**config.mk**
```make
export PLATFORM = sky130hd
export DESIGN_NAME = coin_accumulator
export DESIGN_NICKNAME = d
export VERILOG_FILES = /design/src/rtl/coin_accumulator.sv
export SDC_FILE = /design/constraint.sdc
export NUM_CORES = 1
export LEC_CHECK = 0
export BUFFER_PORTS_ARGS = -buffer_cell sky130_fd_sc_hd__buf_2
export CAP_MARGIN = 20
export CORE_UTILIZATION = 40
export DETAILED_ROUTE_END_ITERATION = 10
export SLEW_MARGIN = 0
export SYNTH_ARGS = -nofsm -noshare
export SYNTH_HDL_FRONTEND = slang
export SYNTH_SLANG_ARGS = --single-unit
```
**constraint.sdc**
```tcl
create_clock -name i_clk -period 2.2 [get_ports i_clk]
set_input_delay 0.44 -clock i_clk [delete_from_list [all_inputs] [get_ports i_clk]]
set_output_delay 0.44 -clock i_clk [all_outputs]
set_load 0.01 [all_outputs]
```
**src/rtl/coin_accumulator.sv**
```systemverilog
// Vending machine front end: accumulates coin credit in 5-cent units,
// holds the total for the change stage on vend, and handles cancel/refund.
module coin_accumulator #(
    parameter int unsigned SUM_W = 4,
    parameter int unsigned PRICE = 4
) (
    input  logic             i_clk,
    input  logic             i_rst,
    input  logic             i_coin_valid,
    input  logic [1:0]       i_coin,
    input  logic             i_cancel,
    input  logic             i_ack,
    output logic [SUM_W-1:0] o_sum,
    output logic             o_vend,
    output logic             o_refund,
    output logic             o_coin_reject
);

    typedef enum logic [1:0] {
        IDLE,
        COLLECT,
        VEND,
        REFUND
    } state_t;

    state_t           state;
    state_t           state_next;
    logic [SUM_W-1:0] sum;
    logic [SUM_W-1:0] sum_next;
    logic             vend;
    logic             vend_next;
    logic             refund;
    logic             refund_next;
    logic             reject;
    logic             reject_next;
    logic [SUM_W:0]   value;
    logic [SUM_W:0]   total;
    logic             fits;

    // Coin value in units; an extra carry bit catches credit overflow.
    always_comb begin
        value = '0;
        case (i_coin)
            2'b01:   value = (SUM_W+1)'(1);
            2'b10:   value = (SUM_W+1)'(2);
            2'b11:   value = (SUM_W+1)'(5);
            default: value = '0;
        endcase
        total = {1'b0, sum} + value;
        fits  = (value != '0) && !total[SUM_W];
    end

    // Next state and next registered outputs.
    always_comb begin
        state_next  = state;
        sum_next    = sum;
        vend_next   = vend;
        refund_next = 1'b0;
        reject_next = 1'b0;
        case (state)
            IDLE, COLLECT: begin
                if (i_cancel) begin
                    // Cancel wins over a simultaneous coin.
                    reject_next = i_coin_valid;
                    if (sum != '0) begin
                        state_next  = REFUND;
                        refund_next = 1'b1;
                    end
                end else if (i_coin_valid) begin
                    if (!fits) begin
                        reject_next = 1'b1;
                    end else begin
                        sum_next = total[SUM_W-1:0];
                        if (total >= (SUM_W+1)'(PRICE)) begin
                            state_next = VEND;
                            vend_next  = 1'b1;
                        end else begin
                            state_next = COLLECT;
                        end
                    end
                end
            end
            VEND: begin
                reject_next = i_coin_valid;
                if (i_ack) begin
                    state_next = IDLE;
                    sum_next   = '0;
                    vend_next  = 1'b0;
                end
            end
            REFUND: begin
                reject_next = i_coin_valid;
                state_next  = IDLE;
                sum_next    = '0;
            end
            default: begin
                state_next = IDLE;
                sum_next   = '0;
                vend_next  = 1'b0;
            end
        endcase
    end

    // State and output registers; reset clears everything.
    always_ff @(posedge i_clk) begin
        if (i_rst) begin
            state  <= IDLE;
            sum    <= '0;
            vend   <= 1'b0;
            refund <= 1'b0;
            reject <= 1'b0;
        end else begin
            state  <= state_next;
            sum    <= sum_next;
            vend   <= vend_next;
            refund <= refund_next;
            reject <= reject_next;
        end
    end

    assign o_sum         = sum;
    assign o_vend        = vend;
    assign o_refund      = refund;
    assign o_coin_reject = reject;

endmodule

```
==> results of run 1 <==
==> stage by stage <==
stage	worst slack (ns)	power [W]	hold WS [ns]
finish	0.238	0.000383	0.394
CTS	0.228	0.000384	0.391
global placement	0.131	0.000252	0.502
global route	0.123	0.000399	0.397
floorplan	0.321	0.000226	0.465
detailed placement	0.0438	0.000251	0.508
==> power groups by stage <==
stage | clock, W | combinational (W) | sequential, W
after floorplan | 0 | 0.0000418 | 0.000184
after global placement | 0 | 0.0000691 | 0.000183
after detailed placement | 0 | 0.0000680 | 0.000183
after CTS | 0.000136 | 0.0000684 | 0.000179
after global routing | 0.000143 | 0.0000758 | 0.000180
final | 0.000135 | 0.0000682 | 0.000179
==> Yosys cell counts, types with 2 or more instances <==
master	instances
a21oi_1	3
nand2b_1	2
inv_1	4
o2bb2ai_1	2
and2_1	2
ha_1	3
nand2_1	2
dfxtp_1	9
nor2_1	2
nor3_1	2
and4_1	2
==> path summary, 6_finish.rpt <==
kind	to	depth (start not counted)
min reg2reg	o_sum[2]$_SDFFE_PP0P_	1
max	state[0]$_SDFFE_PP0P_	7
min	o_vend$_SDFFE_PP0P_	2
max reg2reg	state[0]$_SDFFE_PP0P_	7
==> cells by family after synthesis <==
family	share of synthesized area, %
AO/OA/AOI/OAI	26.4
XOR/XNOR	1.65
adder cells (fa/ha/maj)	10.8
buffers and inverters	3.53
flip-flops	33.9
AND/OR/NAND/NOR	23.8
==> worst register-to-register path: stages (launching register included) <==
cell,delay (ns)
dfxtp_1,0.38
ha_1,0.19
inv_1,0.06
fa_1,0.39
xor2_1,0.19
nand4b_1,0.18
and4_1,0.24
nor4_1,0.23
==> routing by layer <==
metal  part of all wire [%]  wire length [um]
met5                      0                 0
met4                    1.7                19
met3                    6.4                72
met2                     39               445
met1                     52               589
==> flip-flops by register name, indices dropped and copies added (netlist names) <==
name	cells
o_sum	4
o_refund	1
o_coin_reject	1
state	2
o_vend	1
==> cell type report <==
class | count | area [um^2]
clock buffer | 4 | 26.3
inverter | 4 | 15.0
tap | 14 | 17.5
timing repair buffer | 14 | 72.6
sequential | 9 | 180
multi-input combinational | 41 | 333
fill | 112 | 527
==> flow_metrics.env, run 1 <==
export IMPL_drive_above_1_share_pct=31.9
export IMPL_antenna_found_initial=0
export IMPL_clk_path_buf_depth=2
export IMPL_critPathCaptureType="register"
export IMPL_core_area_mm2=0.00117
export IMPL_max_stage_delay_ns=0.39
export IMPL_busiest_layer="met1"
export IMPL_syn2layout_area_growth_pct=21.2
export IMPL_skew_ns=0.00565
export IMPL_wl_um=1130
export IMPL_synth_edf_count=0
export IMPL_antenna_left=0
export IMPL_rr_startpoint="o_sum[0]$_SDFFE_PP0P_"
export IMPL_synth_distinct_cells=33
export IMPL_root_buffer="clkbuf_4"
export IMPL_startpoint_type="register"
export IMPL_final_core_util_pct=55.0
export IMPL_cts_setup_buffers=0
export IMPL_syn_cell_area_um2=532
export IMPL_syn_inst=55
export IMPL_yosys_top_cells_area="dfxtp_1 (34%), ha_1 (7.1%), fa_1 (3.8%)"
export IMPL_powerDensity_mw_per_mm2=594
export IMPL_clk_latency_ns=0.27
export IMPL_setup_viol=0
export IMPL_fp_dieArea_mm2=0.00148
export IMPL_hp_start="i_ack"
export IMPL_grt_max_degree=10
export IMPL_htreeDepth=1
export IMPL_layout_common_cells="buf_2 (13), dfxtp_1 (9), inv_1 (4)"
export IMPL_synth_yosys_seq_area_share_pct=33.9
export IMPL_dp_hpwl_um=863
export IMPL_num_vias=475
export IMPL_p_seq_share_pct=46.8
export IMPL_critical_path_class="register to register"
export IMPL_setup_tns_final_ns=0
export IMPL_wire_per_inst_um=13.1
export IMPL_combPwrFrac_pct=17.8
export IMPL_ctsHoldBuffers=0
export IMPL_min_path_type="input pin to register"
export IMPL_io_buffers=13
export IMPL_p_leak_nw=0.282
export IMPL_gp_congestion=0.783
export IMPL_fin_crit_sh_pct=89.2
export IMPL_grt_pass1_vias=394
export IMPL_crit_family="simple AND/OR/NAND/NOR gates"
export IMPL_rrSetupSlack_ns=0.24
export IMPL_synth_top_area_share_pct=33.9
export IMPL_cts_resized=0
export IMPL_met1_usage_pct=26.4
export IMPL_ir_worst_vdd_mv=0.291
export IMPL_placed_area_um2=618
export IMPL_timing_critical_path_buf_inv=1
export IMPL_dr_pass1_iters=4
export IMPL_avgSynthCellArea_um2=9.67
export IMPL_maxCapViolCount=0
export IMPL_drc_errors=0
export IMPL_worstSetupStartpoint="o_sum[0]$_SDFFE_PP0P_"
export IMPL_placed_cells=82
export IMPL_antenna_cells=0
export IMPL_numCtsBuffers=3
export IMPL_status="complete, no violations"
export IMPL_final_common_cell="buf_2"
export IMPL_gr_total_overflow=0
export IMPL_fmax_mhz=510
export IMPL_rsz0062_at_grt="no"
export IMPL_p_sw_w=0.000109
export IMPL_core_rowCount=12
export IMPL_ys_ff_latch=9
export IMPL_critPathSlowestCell="fa_1"
export IMPL_cp_cell_sequence="ha_1 > inv_1 > fa_1 > xor2_1 > nand4b_1 > and4_1 > nor4_1"
export IMPL_ios=14
export IMPL_synthArstFlopShare_pct=0
export IMPL_switching_share_pct=28.4
export IMPL_required_ns=2.37
export IMPL_crit_arrival_ns=2.13
export IMPL_slew_viol_final=0
export IMPL_cts_sinks=9
export IMPL_final_area_um2=644
export IMPL_grt_use_met2_pct=24.2
export IMPL_grt_pass1_wl_um=1760
export IMPL_power_frac_clock_pct=35.4
export IMPL_vias_per_cell=5.52
export IMPL_clkTransAtPathRegs_ns=0.07
export IMPL_worst_pin_slew_ns=0.549
export IMPL_start_util_pct=45.4
export IMPL_instances_no_fill=86
export IMPL_synth_area_leader_cell="dfxtp_1"
export IMPL_hold_viol=0
export IMPL_dieWidth_um=38.5
export IMPL_grtUsageMet3_pct=3.49
export IMPL_synth_main_ff_cell="dfxtp_1"
export IMPL_final_nets=84
export IMPL_gr_usage_all_layers_pct=17.7
export IMPL_drtIter0Drc=11
export IMPL_crit_fanout=4
export IMPL_dieHeight_um=38.5
export IMPL_ys_warn_count=0
export IMPL_cts_tree="done"
export IMPL_slew_headroom_pct=63.1
export IMPL_internal_power_w=0.000274
export IMPL_syn_num_nets=66
export IMPL_min_period_ns=1.96
Note: power is estimated with default switching activity, not from simulation.
==> inputs of run 2 (changes only) <==
- PLACE_DENSITY: default -> 0.65
==> run 2 against run 1 <==
Fmax shrank 2.2%. Via count grew 0.84%. Count of clock-buffer cells in the layout is the same. Die area is the same. Critical path type unchanged. Highest routed layer unchanged.
==> flow_metrics.env, run 2 (synthesized netlist as in run 1, its figures left out) <==
export IMPL_cts_resized=0
export IMPL_cts_setup_buffers=0
export IMPL_cp_num_cells=7
export IMPL_final_nets=83
export IMPL_numCtsBuffers=3
export IMPL_syn2layout_area_growth_pct=19.8
export IMPL_wire_per_inst_um=13.0
export IMPL_fin_crit_sh_pct=91.1
export IMPL_min_path_type="input pin to register"
export IMPL_crit_fanout=4
export IMPL_skew_ns=0.00686
export IMPL_ir_worst_vdd_mv=0.244
export IMPL_fp_dieArea_mm2=0.00148
export IMPL_fillers=116
export IMPL_antenna_found_initial=0
export IMPL_final_core_util_pct=54.4
export IMPL_antenna_cells=0
export IMPL_hold_depth=2
export IMPL_largest_reg_flops=4
export IMPL_root_buffer="clkbuf_4"
export IMPL_io_buffers=13
export IMPL_final_area_um2=637
export IMPL_clkTransAtPathRegs_ns=0.06
export IMPL_ios=14
export IMPL_cp_cell_sequence="ha_1 > inv_1 > fa_1 > xor2_1 > nand4b_1 > and4_1 > nor4_1"
export IMPL_htreeDepth=1
export IMPL_power_w=0.000376
export IMPL_powerDensity_mw_per_mm2=590
export IMPL_vias_per_cell=5.64
export IMPL_min_period_ns=2.01
export IMPL_gp_congestion=0.800
export IMPL_layout_common_cells="buf_2 (13), dfxtp_1 (9), inv_1 (4)"
export IMPL_grt_pass1_vias=416
export IMPL_slew_viol_final=0
export IMPL_dp_slack_ns=0.0252
export IMPL_ctsHoldBuffers=0
export IMPL_wl_um=1100
export IMPL_start_util_pct=45.4
export IMPL_timing_critical_path_buf_inv=1
export IMPL_final_common_cell="buf_2"
export IMPL_status="complete, no violations"
export IMPL_setup_tns_final_ns=0
export IMPL_worstSetupEndpoint="state[0]$_SDFFE_PP0P_"
export IMPL_clk_latency_ns=0.27
export IMPL_maxCapViolCount=0
export IMPL_critPathSlowestCell="fa_1"
export IMPL_dieWidth_um=38.5
export IMPL_grt_max_degree=10
export IMPL_critPathCaptureType="register"
export IMPL_slew_headroom_pct=66.4
export IMPL_rr_startpoint="o_sum[0]$_SDFFE_PP0P_"
export IMPL_clk_path_buf_depth=2
export IMPL_max_stage_delay_ns=0.40
export IMPL_crit_family="simple AND/OR/NAND/NOR gates"
export IMPL_setup_ws_ns=0.195
export IMPL_rrSetupSlack_ns=0.19
export IMPL_num_vias=479
export IMPL_r2r_end="state[0]$_SDFFE_PP0P_"
export IMPL_crit_arrival_ns=2.17
export IMPL_core_area_mm2=0.00117
export IMPL_drtIter0Drc=8
export IMPL_antenna_left=0
export IMPL_fmax_mhz=499
export IMPL_p_leak_nw=0.277
export IMPL_dr_pass1_iters=4
export IMPL_startpoint_type="register"
export IMPL_worst_pin_slew_ns=0.500
export IMPL_grt_pass1_wl_um=1840
export IMPL_hold_viol=0
export IMPL_required_ns=2.36
export IMPL_drive_above_1_share_pct=31.0
export IMPL_worstSetupStartpoint="o_sum[0]$_SDFFE_PP0P_"
export IMPL_drc_errors=0
export IMPL_gr_total_overflow=0
export IMPL_rsz0062_at_grt="no"
export IMPL_gr_usage_all_layers_pct=19.1
export IMPL_ff2ff_path_depth=7
export IMPL_dieHeight_um=38.5
export IMPL_cts_tree="done"
export IMPL_cts_sinks=9
export IMPL_dp_hpwl_um=826
export IMPL_critical_path_class="register to register"
export IMPL_core_rowCount=12
export IMPL_placed_area_um2=611
export IMPL_setup_viol=0
run 2: changes by cell type in the layout (fill, tap and decap cells not counted):
cell / change
buf_4: -1
run 2: layout make-up:
cell class / count / area [um^2] / share of cell area [%]
Multi-Input combinational cell: 41 / 333 / 52.3
Tap cell: 14 / 17.5 / 2.75
Sequential cell: 9 / 180 / 28.3
Timing Repair Buffer: 13 / 65.1 / 10.2
Clock buffer: 4 / 26.3 / 4.13
Inverter: 4 / 15.0 / 2.36
run 2: per-layer routing:
layer	routed length (um)	global-route usage [%]	share of wire (%)	up-vias
met5	0	0	0	-
met4	11	12.9	1.0	0
met3	49	6.98	4.4	2
met2	486	25.4	44	10
met1	555	25.0	50	221
li1	-	-	-	246
run 2: how the worst min path moves through the flow:
| stage | startpoint | to | slack (ns) |
|---|---|---|---|
| floorplan | state[0]$_SDFFE_PP0P_ | o_vend$_SDFFE_PP0P_ | 0.47 |
| global placement | state[0]$_SDFFE_PP0P_ | o_vend$_SDFFE_PP0P_ | 0.49 |
| detailed placement | state[0]$_SDFFE_PP0P_ | o_vend$_SDFFE_PP0P_ | 0.50 |
| CTS | i_ack | o_vend$_SDFFE_PP0P_ | 0.38 |
| global route | i_ack | o_vend$_SDFFE_PP0P_ | 0.37 |
| finish | i_ack | o_vend$_SDFFE_PP0P_ | 0.39 |
run 2: where the power goes:
part	switching (W)	leakage (nW)	internal, W
registers	0.00000729	0.0733	0.000172
clock network	0.0000608	0.0150	0.0000700
logic	0.0000351	0.189	0.0000309
total	0.000103	0.277	0.000273
run 2: per-stage QoR:
step                      hold slack [ns]  cells
after detailed placement            0.496     81
after CTS                           0.383     85
after global placement              0.486     81
final                               0.387     85
after floorplan                     0.465     55
after global routing                0.371     85
==> inputs of run 3 (changes only) <==
- BUFFER_PORTS_ARGS: -buffer_cell sky130_fd_sc_hd__buf_2 -> -buffer_cell sky130_fd_sc_hd__buf_4
==> run 3 against run 2 <==
First-iteration DRC count is 130% higher. Design area is 6.3% higher. Sequential power hardly changed. Worst setup slack better by 0.052 ns. Routed wire length is 5.4% higher. Register-to-register slack better by 0.05 ns. Flip-flop and latch count stayed put. Largest cell class unchanged. Largest power group unchanged.
==> flow_metrics.env, run 3 (synthesized netlist as in run 1, its figures left out) <==
export IMPL_gr_usage_all_layers_pct=19.0
export IMPL_slew_viol_final=0
export IMPL_rsz0062_at_grt="no"
export IMPL_final_nets=84
export IMPL_timing_critical_path_buf_inv=2
export IMPL_fp_dieArea_mm2=0.00148
export IMPL_critical_path_class="register to register"
export IMPL_wl_um=1160
export IMPL_wire_per_inst_um=13.5
export IMPL_max_stage_delay_ns=0.40
export IMPL_dieHeight_um=38.5
export IMPL_clkTransAtPathRegs_ns=0.06
export IMPL_dieWidth_um=38.5
export IMPL_antenna_left=0
export IMPL_root_buffer="clkbuf_4"
export IMPL_layout_common_cells="buf_4 (14), dfxtp_1 (9), inv_1 (4)"
export IMPL_crit_fanout=4
export IMPL_vias_per_cell=5.62
export IMPL_gr_total_overflow=0
export IMPL_crit_arrival_ns=2.08
export IMPL_critPathCaptureType="register"
export IMPL_crit_family="adder cells"
export IMPL_gp_congestion=0.827
export IMPL_largest_reg_flops=4
export IMPL_grt_max_degree=10
export IMPL_cts_tree="done"
export IMPL_drc_errors=0
export IMPL_cp_cell_sequence="ha_1 > inv_1 > fa_1 > xor2_1 > nand4b_1 > buf_4 > a41oi_1 > a311oi_1"
export IMPL_ios=14
export IMPL_rrSetupSlack_ns=0.25
export IMPL_cts_resized=0
export IMPL_numCtsBuffers=3
export IMPL_min_path_type="input pin to register"
export IMPL_dp_hpwl_um=887
export IMPL_drtIter0Drc=18
export IMPL_skew_ns=0.00281
export IMPL_final_common_cell="buf_4"
export IMPL_status="complete, no violations"
export IMPL_hold_viol=0
export IMPL_drive_above_1_share_pct=31.9
export IMPL_core_area_mm2=0.00117
export IMPL_htreeDepth=1
export IMPL_slew_headroom_pct=66.8
export IMPL_startpoint_type="register"
export IMPL_critPathSlowestCell="fa_1"
export IMPL_placed_area_um2=651
export IMPL_io_buffers=13
export IMPL_grt_pass1_vias=417
export IMPL_powerDensity_mw_per_mm2=566
export IMPL_setup_tns_final_ns=0
export IMPL_grt_pass1_wl_um=1870
export IMPL_antenna_cells=0
export IMPL_syn2layout_area_growth_pct=27.3
export IMPL_fmax_mhz=512
export IMPL_cts_sinks=9
export IMPL_ir_worst_vdd_mv=0.323
export IMPL_dr_pass1_iters=4
export IMPL_required_ns=2.33
export IMPL_min_period_ns=1.95
export IMPL_fin_crit_sh_pct=88.8
export IMPL_final_area_um2=677
export IMPL_core_rowCount=12
export IMPL_fillers=116
export IMPL_antenna_found_initial=0
export IMPL_maxCapViolCount=0
export IMPL_cts_setup_buffers=0
export IMPL_clk_latency_ns=0.26
export IMPL_clk_path_buf_depth=2
export IMPL_num_vias=483
export IMPL_setup_viol=0
export IMPL_start_util_pct=45.4
export IMPL_ctsHoldBuffers=0
export IMPL_p_leak_nw=0.287
export IMPL_worst_pin_slew_ns=0.494
==> run 3: cell count changes in the layout (fill, tap and decap cells not counted) <==
cell | before | now
buf_4 | 0 | 14
buf_2 | 13 | 0
==> run 3: worst reg2reg max path, cell delays in order (launching register included) <==
cell and delay [ns]:
dfxtp_1 0.38, ha_1 0.20, inv_1 0.06, fa_1 0.40, xor2_1 0.20, nand4b_1 0.16
buf_4 0.17, a41oi_1 0.20, a311oi_1 0.06
==> run 3: where the power goes <==
group / total, W / switching [W] / internal [W]
Combinational: 0.0000754 / 0.0000362 / 0.0000391
Sequential: 0.000179 / 0.00000758 / 0.000172
Clock: 0.000129 / 0.0000588 / 0.0000700
Total: 0.000383 / 0.000103 / 0.000281
==> run 3: through the flow <==
step	hold WS, ns	setup slack [ns]	power, W	utilization (%)	instances
2_1_floorplan	0.465	0.321	0.000226	-	55
3_3_place_gp	0.482	0.0770	0.000257	55.6	82
3_5_place_dp	0.499	0.0908	0.000258	55.6	82
4_1_cts	0.384	0.238	0.000388	57.8	86
5_1_grt	0.371	0.123	0.000410	57.8	86
6_report	0.391	0.247	0.000383	57.8	86
==> run 3: layer usage <==
layer | routed length, um | share of wire (%) | vias up | GRT usage [%]
li1 | - | - | 244 | -
met5 | 0 | 0 | - | 0
met3 | 74 | 6.4 | 2 | 8.72
met2 | 501 | 43 | 16 | 25.4
met4 | 9 | 0.78 | 0 | 7.76
met1 | 575 | 50 | 221 | 25.8
==> run 3: layout make-up <==
class / count / area (um^2) / area share, %
multi-input cells: 41 / 333 / 49.2
repair buffers: 14 / 105 / 15.5
clock buffers: 4 / 26.3 / 3.88
flip-flops and latches: 9 / 180 / 26.6
well taps: 14 / 17.5 / 2.59
inverters: 4 / 15.0 / 2.22
==> run 3: final timing paths <==
path                                            end                   from  cells past startpoint
worst max-delay path            o_vend$_SDFFE_PP0P_  o_sum[0]$_SDFFE_PP0P_                      8
worst min-delay path            o_vend$_SDFFE_PP0P_                  i_ack                      2
worst max register to register  o_vend$_SDFFE_PP0P_  o_sum[0]$_SDFFE_PP0P_                      8
worst min register to register  o_vend$_SDFFE_PP0P_  state[0]$_SDFFE_PP0P_                      2
